===== src/rtl/text_frame_ram_if.sv =====
// Bus bundle for text_frame_ram: writer/reader controls in, read data, taps and status out.
// The master side drives writes, clear and reads; the slave side is the frame buffer itself.
interface text_frame_ram_if #(
    parameter int unsigned DATA_WIDTH = 8,
    parameter int unsigned ROWS       = 4,
    parameter int unsigned COLS       = 32,
    parameter int unsigned NUM_TAPS   = 2
);
    localparam int unsigned ROW_W = $clog2(ROWS);
    localparam int unsigned COL_W = $clog2(COLS);

    logic                           clear;
    logic                           we;
    logic [DATA_WIDTH-1:0]          din;
    logic                           re;
    logic [ROW_W-1:0]               r_row;
    logic [COL_W-1:0]               r_col;
    logic [DATA_WIDTH-1:0]          dout;
    logic                           dout_valid;
    logic [NUM_TAPS*DATA_WIDTH-1:0] taps;
    logic [ROW_W-1:0]               cur_row;
    logic [COL_W-1:0]               cur_col;
    logic                           busy;
    logic                           full;

    modport master (
        output clear, we, din, re, r_row, r_col,
        input  dout, dout_valid, taps, cur_row, cur_col, busy, full
    );

    modport slave (
        input  clear, we, din, re, r_row, r_col,
        output dout, dout_valid, taps, cur_row, cur_col, busy, full
    );
endinterface


===== src/rtl/text_frame_ram.sv =====
// Character frame buffer: cursor-driven writes with CR/LF/BS commands, registered read port,
// registered row-0 taps and a one-cell-per-cycle clear sweep after reset or on request.
module text_frame_ram #(
    parameter int unsigned           DATA_WIDTH = 8,
    parameter int unsigned           ROWS       = 4,
    parameter int unsigned           COLS       = 32,
    parameter int unsigned           NUM_TAPS   = 2,
    parameter bit                    WRAP_MODE  = 1'b1,
    parameter logic [DATA_WIDTH-1:0] CR_CODE    = 'h0D,
    parameter logic [DATA_WIDTH-1:0] LF_CODE    = 'h0A,
    parameter logic [DATA_WIDTH-1:0] BS_CODE    = 'h08,
    parameter logic [DATA_WIDTH-1:0] FILL_CODE  = 'h00
) (
    input logic              clk,
    input logic              reset,
    text_frame_ram_if.slave  bus
);
    localparam int unsigned ROW_W = $clog2(ROWS);
    localparam int unsigned COL_W = $clog2(COLS);

    localparam logic [1:0] ST_CLEAR = 2'd0;
    localparam logic [1:0] ST_RUN   = 2'd1;
    localparam logic [1:0] ST_FULL  = 2'd2;

    localparam logic [ROW_W-1:0] LAST_ROW = ROW_W'(ROWS - 1);
    localparam logic [COL_W-1:0] LAST_COL = COL_W'(COLS - 1);
    localparam logic [ROW_W-1:0] ROW_ONE  = ROW_W'(1);
    localparam logic [COL_W-1:0] COL_ONE  = COL_W'(1);

    logic [DATA_WIDTH-1:0] mem [ROWS][COLS];

    logic [1:0]       state_q, state_d;
    logic [ROW_W-1:0] cur_row_q, cur_row_d;
    logic [COL_W-1:0] cur_col_q, cur_col_d;
    logic [ROW_W-1:0] swp_row_q, swp_row_d;
    logic [COL_W-1:0] swp_col_q, swp_col_d;

    logic                  wr_en;
    logic [ROW_W-1:0]      wr_row;
    logic [COL_W-1:0]      wr_col;
    logic [DATA_WIDTH-1:0] wr_data;

    logic [DATA_WIDTH-1:0]          dout_q;
    logic                           dout_valid_q;
    logic [NUM_TAPS*DATA_WIDTH-1:0] taps_q;

    logic is_cr, is_lf, is_bs, at_last_row, at_last_col, rd_in_range;

    assign is_cr       = (bus.din == CR_CODE);
    assign is_lf       = (bus.din == LF_CODE);
    assign is_bs       = (bus.din == BS_CODE);
    assign at_last_row = (cur_row_q == LAST_ROW);
    assign at_last_col = (cur_col_q == LAST_COL);
    assign rd_in_range = (int'(bus.r_row) < int'(ROWS)) && (int'(bus.r_col) < int'(COLS));

    always_comb begin
        // NOTE: every output of this block gets a default first, so no path can infer a latch.
        state_d   = state_q;
        cur_row_d = cur_row_q;
        cur_col_d = cur_col_q;
        swp_row_d = swp_row_q;
        swp_col_d = swp_col_q;
        wr_en     = 1'b0;
        wr_row    = cur_row_q;
        wr_col    = cur_col_q;
        wr_data   = bus.din;

        if (bus.clear) begin
            state_d   = ST_CLEAR;
            cur_row_d = '0;
            cur_col_d = '0;
            swp_row_d = '0;
            swp_col_d = '0;
        end else begin
            case (state_q)
                ST_CLEAR: begin
                    wr_en   = 1'b1;
                    wr_row  = swp_row_q;
                    wr_col  = swp_col_q;
                    wr_data = FILL_CODE;
                    if (swp_col_q != LAST_COL) begin
                        swp_col_d = swp_col_q + COL_ONE;
                    end else begin
                        swp_col_d = '0;
                        if (swp_row_q != LAST_ROW) begin
                            swp_row_d = swp_row_q + ROW_ONE;
                        end else begin
                            swp_row_d = '0;
                            state_d   = ST_RUN;
                            cur_row_d = '0;
                            cur_col_d = '0;
                        end
                    end
                end
                ST_RUN, ST_FULL: begin
                    if (bus.we) begin
                        if (is_cr) begin
                            cur_col_d = '0;
                            state_d   = ST_RUN;
                        end else if (is_bs) begin
                            state_d = ST_RUN;
                            if (cur_col_q != '0) begin
                                cur_col_d = cur_col_q - COL_ONE;
                                wr_en     = 1'b1;
                                wr_col    = cur_col_q - COL_ONE;
                                wr_data   = FILL_CODE;
                            end
                        end else if (state_q == ST_RUN) begin
                            // Printable codes and LF only act in RUN; FULL drops them.
                            if (is_lf) begin
                                cur_col_d = '0;
                                if (!at_last_row)   cur_row_d = cur_row_q + ROW_ONE;
                                else if (WRAP_MODE) cur_row_d = '0;
                                else                state_d   = ST_FULL;
                            end else begin
                                wr_en = 1'b1;
                                if (!at_last_col) begin
                                    cur_col_d = cur_col_q + COL_ONE;
                                end else if (!at_last_row) begin
                                    cur_col_d = '0;
                                    cur_row_d = cur_row_q + ROW_ONE;
                                end else if (WRAP_MODE) begin
                                    cur_col_d = '0;
                                    cur_row_d = '0;
                                end else begin
                                    state_d = ST_FULL;
                                end
                            end
                        end
                    end
                end
                default: begin
                    state_d   = ST_CLEAR;
                    swp_row_d = '0;
                    swp_col_d = '0;
                end
            endcase
        end
    end

    always_ff @(posedge clk or negedge reset) begin
        // NOTE: state registers use non-blocking assignments so every flop samples pre-edge values.
        if (!reset) begin
            state_q   <= ST_CLEAR;
            cur_row_q <= '0;
            cur_col_q <= '0;
            swp_row_q <= '0;
            swp_col_q <= '0;
        end else begin
            state_q   <= state_d;
            cur_row_q <= cur_row_d;
            cur_col_q <= cur_col_d;
            swp_row_q <= swp_row_d;
            swp_col_q <= swp_col_d;
        end
    end

    // NOTE: the array has no reset; the clear sweep that follows reset fills it instead.
    always_ff @(posedge clk) begin
        if (wr_en) mem[wr_row][wr_col] <= wr_data;
    end

    always_ff @(posedge clk or negedge reset) begin
        if (!reset) begin
            dout_q       <= '0;
            dout_valid_q <= 1'b0;
            taps_q       <= '0;
        end else begin
            dout_valid_q <= bus.re;
            if (bus.re) dout_q <= rd_in_range ? mem[bus.r_row][bus.r_col] : FILL_CODE;
            for (int k = 0; k < int'(NUM_TAPS); k++) begin
                taps_q[k*DATA_WIDTH +: DATA_WIDTH] <= mem[0][k];
            end
        end
    end

    assign bus.dout       = dout_q;
    assign bus.dout_valid = dout_valid_q;
    assign bus.taps       = taps_q;
    assign bus.cur_row    = cur_row_q;
    assign bus.cur_col    = cur_col_q;
    assign bus.busy       = (state_q == ST_CLEAR);
    assign bus.full       = (state_q == ST_FULL);
endmodule


===== src/flat_wrapper.sv =====
// flat-port wrapper written by rule: the top's interface ports become plain ports
module text_frame_ram_flat 
#(
    parameter int unsigned           DATA_WIDTH = 8,
    parameter int unsigned           ROWS       = 4,
    parameter int unsigned           COLS       = 32,
    parameter int unsigned           NUM_TAPS   = 2,
    parameter bit                    WRAP_MODE  = 1'b1,
    parameter logic [DATA_WIDTH-1:0] CR_CODE    = 'h0D,
    parameter logic [DATA_WIDTH-1:0] LF_CODE    = 'h0A,
    parameter logic [DATA_WIDTH-1:0] BS_CODE    = 'h08,
    parameter logic [DATA_WIDTH-1:0] FILL_CODE  = 'h00
)
  (clk, reset, bus_clear, bus_we, bus_din, bus_re, bus_r_row, bus_r_col, bus_dout, bus_dout_valid, bus_taps, bus_cur_row, bus_cur_col, bus_busy, bus_full);
  text_frame_ram_if #(.DATA_WIDTH(DATA_WIDTH), .ROWS(ROWS), .COLS(COLS), .NUM_TAPS(NUM_TAPS)) bus_i ();
  input logic clk;
  input logic reset;
  input wire logic [$bits(bus_i.clear)-1:0] bus_clear;
  input wire logic [$bits(bus_i.we)-1:0] bus_we;
  input wire logic [$bits(bus_i.din)-1:0] bus_din;
  input wire logic [$bits(bus_i.re)-1:0] bus_re;
  input wire logic [$bits(bus_i.r_row)-1:0] bus_r_row;
  input wire logic [$bits(bus_i.r_col)-1:0] bus_r_col;
  output wire logic [$bits(bus_i.dout)-1:0] bus_dout;
  output wire logic [$bits(bus_i.dout_valid)-1:0] bus_dout_valid;
  output wire logic [$bits(bus_i.taps)-1:0] bus_taps;
  output wire logic [$bits(bus_i.cur_row)-1:0] bus_cur_row;
  output wire logic [$bits(bus_i.cur_col)-1:0] bus_cur_col;
  output wire logic [$bits(bus_i.busy)-1:0] bus_busy;
  output wire logic [$bits(bus_i.full)-1:0] bus_full;
  assign bus_i.clear = bus_clear;
  assign bus_i.we = bus_we;
  assign bus_i.din = bus_din;
  assign bus_i.re = bus_re;
  assign bus_i.r_row = bus_r_row;
  assign bus_i.r_col = bus_r_col;
  assign bus_dout = bus_i.dout;
  assign bus_dout_valid = bus_i.dout_valid;
  assign bus_taps = bus_i.taps;
  assign bus_cur_row = bus_i.cur_row;
  assign bus_cur_col = bus_i.cur_col;
  assign bus_busy = bus_i.busy;
  assign bus_full = bus_i.full;
  text_frame_ram #(.DATA_WIDTH(DATA_WIDTH), .ROWS(ROWS), .COLS(COLS), .NUM_TAPS(NUM_TAPS), .WRAP_MODE(WRAP_MODE), .CR_CODE(CR_CODE), .LF_CODE(LF_CODE), .BS_CODE(BS_CODE), .FILL_CODE(FILL_CODE)) u_core (.clk(clk), .reset(reset), .bus(bus_i));
endmodule

===== config.mk =====
export PLATFORM = sky130hd
export DESIGN_NAME = text_frame_ram_flat
export DESIGN_NICKNAME = d
export VERILOG_FILES = /design/src/rtl/text_frame_ram_if.sv /design/src/rtl/text_frame_ram.sv /design/src/flat_wrapper.sv
export SDC_FILE = /design/constraint.sdc
export NUM_CORES = 1
export LEC_CHECK = 0
export CAP_MARGIN = 20
export CORE_ASPECT_RATIO = 0.5
export CORE_MARGIN = 2
export CORE_UTILIZATION = 55
export DETAILED_ROUTE_END_ITERATION = 8
export PLACE_DENSITY = 0.79
export SLEW_MARGIN = 20
export SYNTH_ARGS = -nofsm -noshare
export SYNTH_HDL_FRONTEND = slang
export SYNTH_SLANG_ARGS = --single-unit

===== constraint.sdc =====
create_clock -name clk -period 7.7 [get_ports clk]
set_input_delay 1.54 -clock clk [delete_from_list [all_inputs] [get_ports clk]]
set_output_delay 1.54 -clock clk [all_outputs]
set_load 0.1 [all_outputs]

==> run summary, run 1 <==
Leak Pwr: 14.6 nW
Syn Area/Cell: 20.1 sq um
H-tree depth: 3
Fin crit period: 5.40 ns
Initial antenna violation count: 2
Post-synth top flop: edfxtp_1
DP Wirelength: 59,400 microns
R2r setup slk: 2.85 ns
Yosys top cell area share: 73.5%
Max VDD drop: 171 uV
Antenna diodes: 0
Worst Tran Pin Value: 1.14 ns
Final wirelength: 98,700 microns
Setup slack after layout: 2.30 ns
Final setup fails: 0
IO Port Bufs: 52
Syn-to-layout area delta: 11.5%
Crit path DAT: 5.66 ns
Maximum number of pins on one net before global-route repair: 109
Core area: 0.0752 sq mm
Number of max-cap violations: 0
Placed cell count: 3,077
Outcome: finished, final reports clean
Die X: 394 microns
CP Class: in -> reg
Core Util, Final: 62.0%
Final-report hold violation count: 0
Die ar.: 0.0784 sq mm
Vias in the first global route: 21.5k
Startpoint Class: input pin
Synth top cells by count: edfxtp_1, mux4_2, nor2_1, nor3_1, clkbuf_1
Pre-CTS setup slack: 1.75 ns
Vias per cell: 6.77
Wire length on met2: 46,100 microns
Syn_nets: 2,103
Pwr Density: 247 mW/mm^2
Unrepaired setup endpoints after global routing: no
Crit-path max FO: 29
Worst hold margin: 0.387 ns
Top post-synthesis cells by area: edfxtp_1, mux4_2, dfrtp_1
Final setup skew: 0.0360 ns
Sink Count: 1,064
Antenna-violating nets left: 0
DR pass1 iterations: 6
#FFs+latches synth: 1,064
Routability cong.: 0.897
Synth area leader: edfxtp_1
CTS resizes: 0
TritonCTS clock tree: yes
DRC: 0
Sequential share of the synthesized area: 75.9%
Setup Fix Bufs, Post-CTS: 0
Global-route wire length before repair: 145,000 microns
Hold WC Path Type: reg -> reg
Starting Density: 55.6%
Async S/R FF share, synth: 3.76%
TNS Setup: 0 ns
Share of cells above drive strength 1: 23.0%
Insertion delay to the later sink of the worst-skew pair: 0.66 ns
CTS Buf Count: 89
Yosys Warn Count: 0
Highest metal used: met4
Clock Tree Root: clkbuf_16
Synth Instances: 2,077
Post-synth EDFFs: 1,024
GRT Total Usage: 25.3%
Slew Limit Fails: 0
Critical Path RT: 7.96 ns
GRT Residual Overflow: 0
Crit. End Element: register
Total Nets Final: 2,175
Boundary pin count: 54
Fill cells: 4,918
Routed len/inst: 30.4 microns
Mapped cell area: 0.0418 sq mm
Final worst-path cycle share: 70.1%
Worst-path clk slew: 0.07 ns
Vias: 21.9k
Synth unique cells: 60
Wl on met1: 38,200 microns
Die H: 199 microns
Max Fclk: 185 MHz
Met3 Wirelength: 12,000 microns
Slew margin rel.: 23.6%
Count leader, synth: edfxtp_1
CTS max path bufs: 3
Fin cells: 3,243
Row count: 71
DRT iter0 DRCs: 3,480
Hold_buf cts: 0
layer usage:
layer	GRT usage (%)	vias up
li1	-	8813
met1	35.8	11367
met2	39.3	1573
met3	6.91	186
met4	7.18	0
met5	0	-
critical path, stage by stage:
cell,delay (ns)
clkdlybuf4s50_1,0.40
buf_4,0.22
nor2_1,0.85
mux2i_1,0.25
o21ai_0,0.12
o21ai_1,0.42
nand2_1,0.79
nor3_1,1.04
report_power, final:
group | internal [mW] | switching, mW | total (mW) | leakage, nW
Combinational | 0.217 | 0.457 | 0.674 | 3.40
Clock | 2.42 | 2.03 | 4.45 | 1.39
Sequential | 6.36 | 0.0278 | 6.39 | 9.84
Total | 8.99 | 2.52 | 11.5 | 14.6
flip-flops by register name, indices dropped and copies added, names as in the netlist:
name / count
u_core.bus.dout_valid: 1
u_core.swp_col_q: 5
u_core.state_q: 1
u_core.swp_row_q: 2
u_core.bus.cur_row: 2
u_core.bus.dout: 8
u_core.bus.taps: 16
u_core.bus.cur_col: 5
u_core.mem: 1024
per-stage QoR:
step	area (sq um)	power [mW]
after global routing	46600	11.8
after CTS	46500	11.5
after detailed placement	43600	7.17
after floorplan	41800	6.94
final	46600	11.5
after global placement	43600	7.15
placed cells by master, fill, tap and decap left out, types with 17 or more instances in the layout:
master	n
mux2i_1	39
mux4_2	240
a22o_1	26
nor3_1	43
clkinv_2	18
a21oi_1	30
buf_4	56
nor3_2	29
edfxtp_1	1024
nand2_1	41
clkbuf_1	18
o21ai_0	36
clkdlybuf4s50_1	47
a221oi_1	24
nor2_1	105
mux2_2	17
a22oi_1	33
a31oi_1	24
dfrtp_1	40
clkbuf_16	91
path summary, 6_finish.rpt:
check	start	end	depth (start not counted)
worst max-delay path	bus_clear	u_core.mem[1][179]	8
worst min-delay path	u_core.mem[0][253]	u_core.bus.taps[5]	0
worst max register to register	u_core.bus.cur_col[1]	u_core.mem[1][237]	9
worst min register to register	u_core.mem[0][253]	u_core.bus.taps[5]	0
max in group asynchronous	reset	u_core.swp_row_q[0]	2
min in group asynchronous	reset	u_core.bus.taps[4]	2
logic make-up after synthesis:
kind of cell / share of synthesized area [%]
compound gates: 4.44
xor+xnor: 0.0209
fa+ha+maj: 0.179
buf+inv: 1.45
flops: 75.9
mux: 14.3
other cells: 0.00896
simple gates: 3.66
layout make-up:
class | instances | area [sq um] | share of cell area (%)
sequential | 1064 | 31800 | 68.1
multi-input combinational | 873 | 9720 | 20.8
clock buffer | 112 | 2390 | 5.12
tap | 1022 | 1280 | 2.74
timing repair buffer | 114 | 1040 | 2.23
clock inverter | 51 | 450 | 0.966
inverter | 7 | 26.3 | 0.0563
Note: power is estimated with default switching activity, not from simulation.
==> run 2, diff against run 1 <==
clock period = 5.2 ns   (was 7.7 ns; I/O delays follow)
==> run 2 against run 1 <==
  * Sequential cell count stayed put
  * Via count is 3.0% higher
  * Largest cell class unchanged
  * Core utilization is 1.2 points higher
  * First-iteration DRC count is 8.1% higher
  * Final area is 1.9% higher
==> run summary, run 2 (synthesis gave the netlist of run 1 again) <==
Slew margin rel.: 27.1% (was 23.6%)
Worst-path clk slew: 0.07 ns (about the same)
Total Nets Final: 2,268 (was 2,175)
DRC: 0 (unchanged)
TritonCTS clock tree: yes (unchanged)
Die X: 394 microns (unchanged)
Share of cells above drive strength 1: 25.5% (was 23.0%)
Insertion delay to the later sink of the worst-skew pair: 0.66 ns (about the same)
Crit path from: bus_din[6] (was bus_clear)
CTS max path bufs: 3 (unchanged)
Number of max-cap violations: 0 (unchanged)
Clock power frac: 39.8% (was 38.7%)
R2r setup slk: 1.11 ns (was 2.85 ns)
Hold_buf cts: 0 (unchanged)
Largest reg by FF count: u_core.mem (unchanged)
Fin crit period: 4.26 ns
Design area: 0.0475 sq mm (was 0.0466 sq mm)
Crit-path max cell delay: 0.69 ns (was 1.04 ns)
Vias per cell: 6.77 (about the same)
Maximum number of pins on one net before global-route repair: 129 (was 109)
Fill cells: 4,798 (was 4,918)
Final setup skew: 0.0311 ns (was 0.0360 ns)
Worst Tran Pin Value: 1.09 ns (was 1.14 ns)
Worst path top cell family by delay: simple AND/OR/NAND/NOR gates (unchanged)
Initial antenna violation count: 3 (was 2)
CTS resizes: 0 (unchanged)
Final worst-path cycle share: 82.0%
TNS Setup: 0 ns (unchanged)
Switching Fraction: 21.7% (was 21.9%)
Pwr Density: 366 mW/mm^2 (was 247 mW/mm^2)
Setup Fix Bufs, Post-CTS: 0 (unchanged)
Crit. End Element: register (unchanged)
Final setup fails: 0 (unchanged)
Leak Pwr: 15.2 nW (was 14.6 nW)
Row count: 71 (unchanged)
CP Class: in -> reg (unchanged)
Final wirelength: 102,000 microns (was 98,700 microns)
Reg2reg start: u_core.bus.cur_col[0] (was u_core.bus.cur_col[1])
Clock Tree Root: clkbuf_16 (unchanged)
Crit-path slowest cell: nor2_1 (was nor3_1)
Critical Path RT: 5.49 ns (was 7.96 ns)
Max Fclk: 235 MHz
Syn-to-layout area delta: 13.6% (was 11.5%)
CP Cell Sequence: clkdlybuf4s50_1, nor4_4, nand4b_4, o21ai_0, a31oi_1, buf_4, or3_1, nor2_1 (was clkdlybuf4s50_1, buf_4, nor2_1, mux2i_1, o21ai_0, o21ai_1, nand2_1, nor3_1)
Max reg flops: 1,024 (unchanged)
GRT Total Usage: 26.4% (was 25.3%)
Max VDD drop: 269 uV (was 171 uV)
Crit-path max FO: 12 (was 29)
Die H: 199 microns (unchanged)
Hold WC Path Type: reg -> reg (unchanged)
Pint: 13.6 mW (was 8.99 mW)
Hold Crit Start: u_core.mem[0][251] (was u_core.mem[0][253])
Unrepaired setup endpoints after global routing: no (unchanged)
CTS Buf Count: 90 (was 89)
Starting Density: 55.6% (unchanged)
Switching power: 3.78 mW (was 2.52 mW)
Commonest non-fill, non-tap cell in the layout: edfxtp_1 (unchanged)
Antenna-violating nets left: 0 (unchanged)
Core Util, Final: 63.2% (was 62.0%)
GRT Residual Overflow: 0 (unchanged)
Global-route wire length before repair: 150,000 microns (was 145,000 microns)
Vias in the first global route: 22.0k (was 21.5k)
Boundary pin count: 54 (unchanged)
Most frequent cells in the layout: edfxtp_1, mux4_2, buf_4 (was edfxtp_1, mux4_2, nor2_1)
Core area: 0.0752 sq mm (unchanged)
DP Wirelength: 60,100 microns (was 59,400 microns)
Sequential power share: 54.3% (was 55.5%)
DR pass1 iterations: 6 (unchanged)
Post-DP Area: 0.0445 sq mm (was 0.0436 sq mm)
Slew Limit Fails: 0 (unchanged)
Sink Count: 1,064 (unchanged)
Vias: 22.6k (was 21.9k)
DRT iter0 DRCs: 3,761 (was 3,480)
Routed len/inst: 30.7 microns (was 30.4 microns)
Outcome: finished, final reports clean (unchanged)
Routability cong.: 0.878 (was 0.897)
Die ar.: 0.0784 sq mm (unchanged)
Startpoint Class: input pin (unchanged)
Crit path DAT: 4.55 ns (was 5.66 ns)
IO Port Bufs: 52 (unchanged)
Comb power frac: 6.0% (was 5.9%)
H-tree depth: 3 (unchanged)
Buf/Inv on CP: 2 (unchanged)
Final-report hold violation count: 0 (unchanged)
==> run 2: cell types whose count changed in the layout (fill, tap and decap cells not counted), sizes merged <==
cell      previous run  this run
buf                 67       159
bufinv               6         9
clkbuf             112       119
clkinv              35        31
clkinvlp             5         4
diode                0         1
inv                 12        11
==> run 2: power groups by stage <==
stage | clock, mW | combinational (mW) | sequential, mW
after floorplan | 0 | 0.519 | 9.76
final | 6.93 | 1.04 | 9.45
after global routing | 7.29 | 1.08 | 9.45
after CTS | 6.97 | 1.03 | 9.45
after global placement | 0 | 0.993 | 9.63
after detailed placement | 0 | 1.02 | 9.63
==> run 2: stage by stage <==
stage,worst slack [ns],power [mW],cells,hold WS [ns]
finish,0.936,17.4,3340,0.388
global route,0.748,17.8,3339,0.397
CTS,0.979,17.4,3339,0.386
global placement,0.392,10.6,3168,0.364
detailed placement,0.350,10.6,3172,0.370
floorplan,-1.01,10.3,2077,0.350
==> run 2: final timing paths <==
| kind | to | depth (start not counted) |
|---|---|---|
| max in group asynchronous | u_core.bus.dout[4] | 1 |
| worst max register to register | u_core.mem[1][219] | 9 |
| min in group asynchronous | u_core.bus.taps[0] | 1 |
| worst min register to register | u_core.bus.taps[3] | 0 |
| worst min-delay path | u_core.bus.taps[3] | 0 |
| worst max-delay path | u_core.mem[1][219] | 8 |
==> run 2: layout make-up <==
cell class,instances,area (sq um),share of cell area (%)
antenna,1,2.50,0.00526
clock buffer,119,2520,5.31
clock inverter,48,498,1.05
inverter,7,26.3,0.0553
multi-input combinational,873,9620,20.2
sequential,1064,31800,66.8
tap,1022,1280,2.69
timing repair buffer,206,1840,3.87
==> run 2: metal layers <==
metal	up-vias	GRT usage, %	share of wire, %
met5	-	0	0
met4	0	8.17	2.9
met3	207	6.09	12
met2	1779	40.8	47
met1	11617	37.9	38
li1	9000	-	-
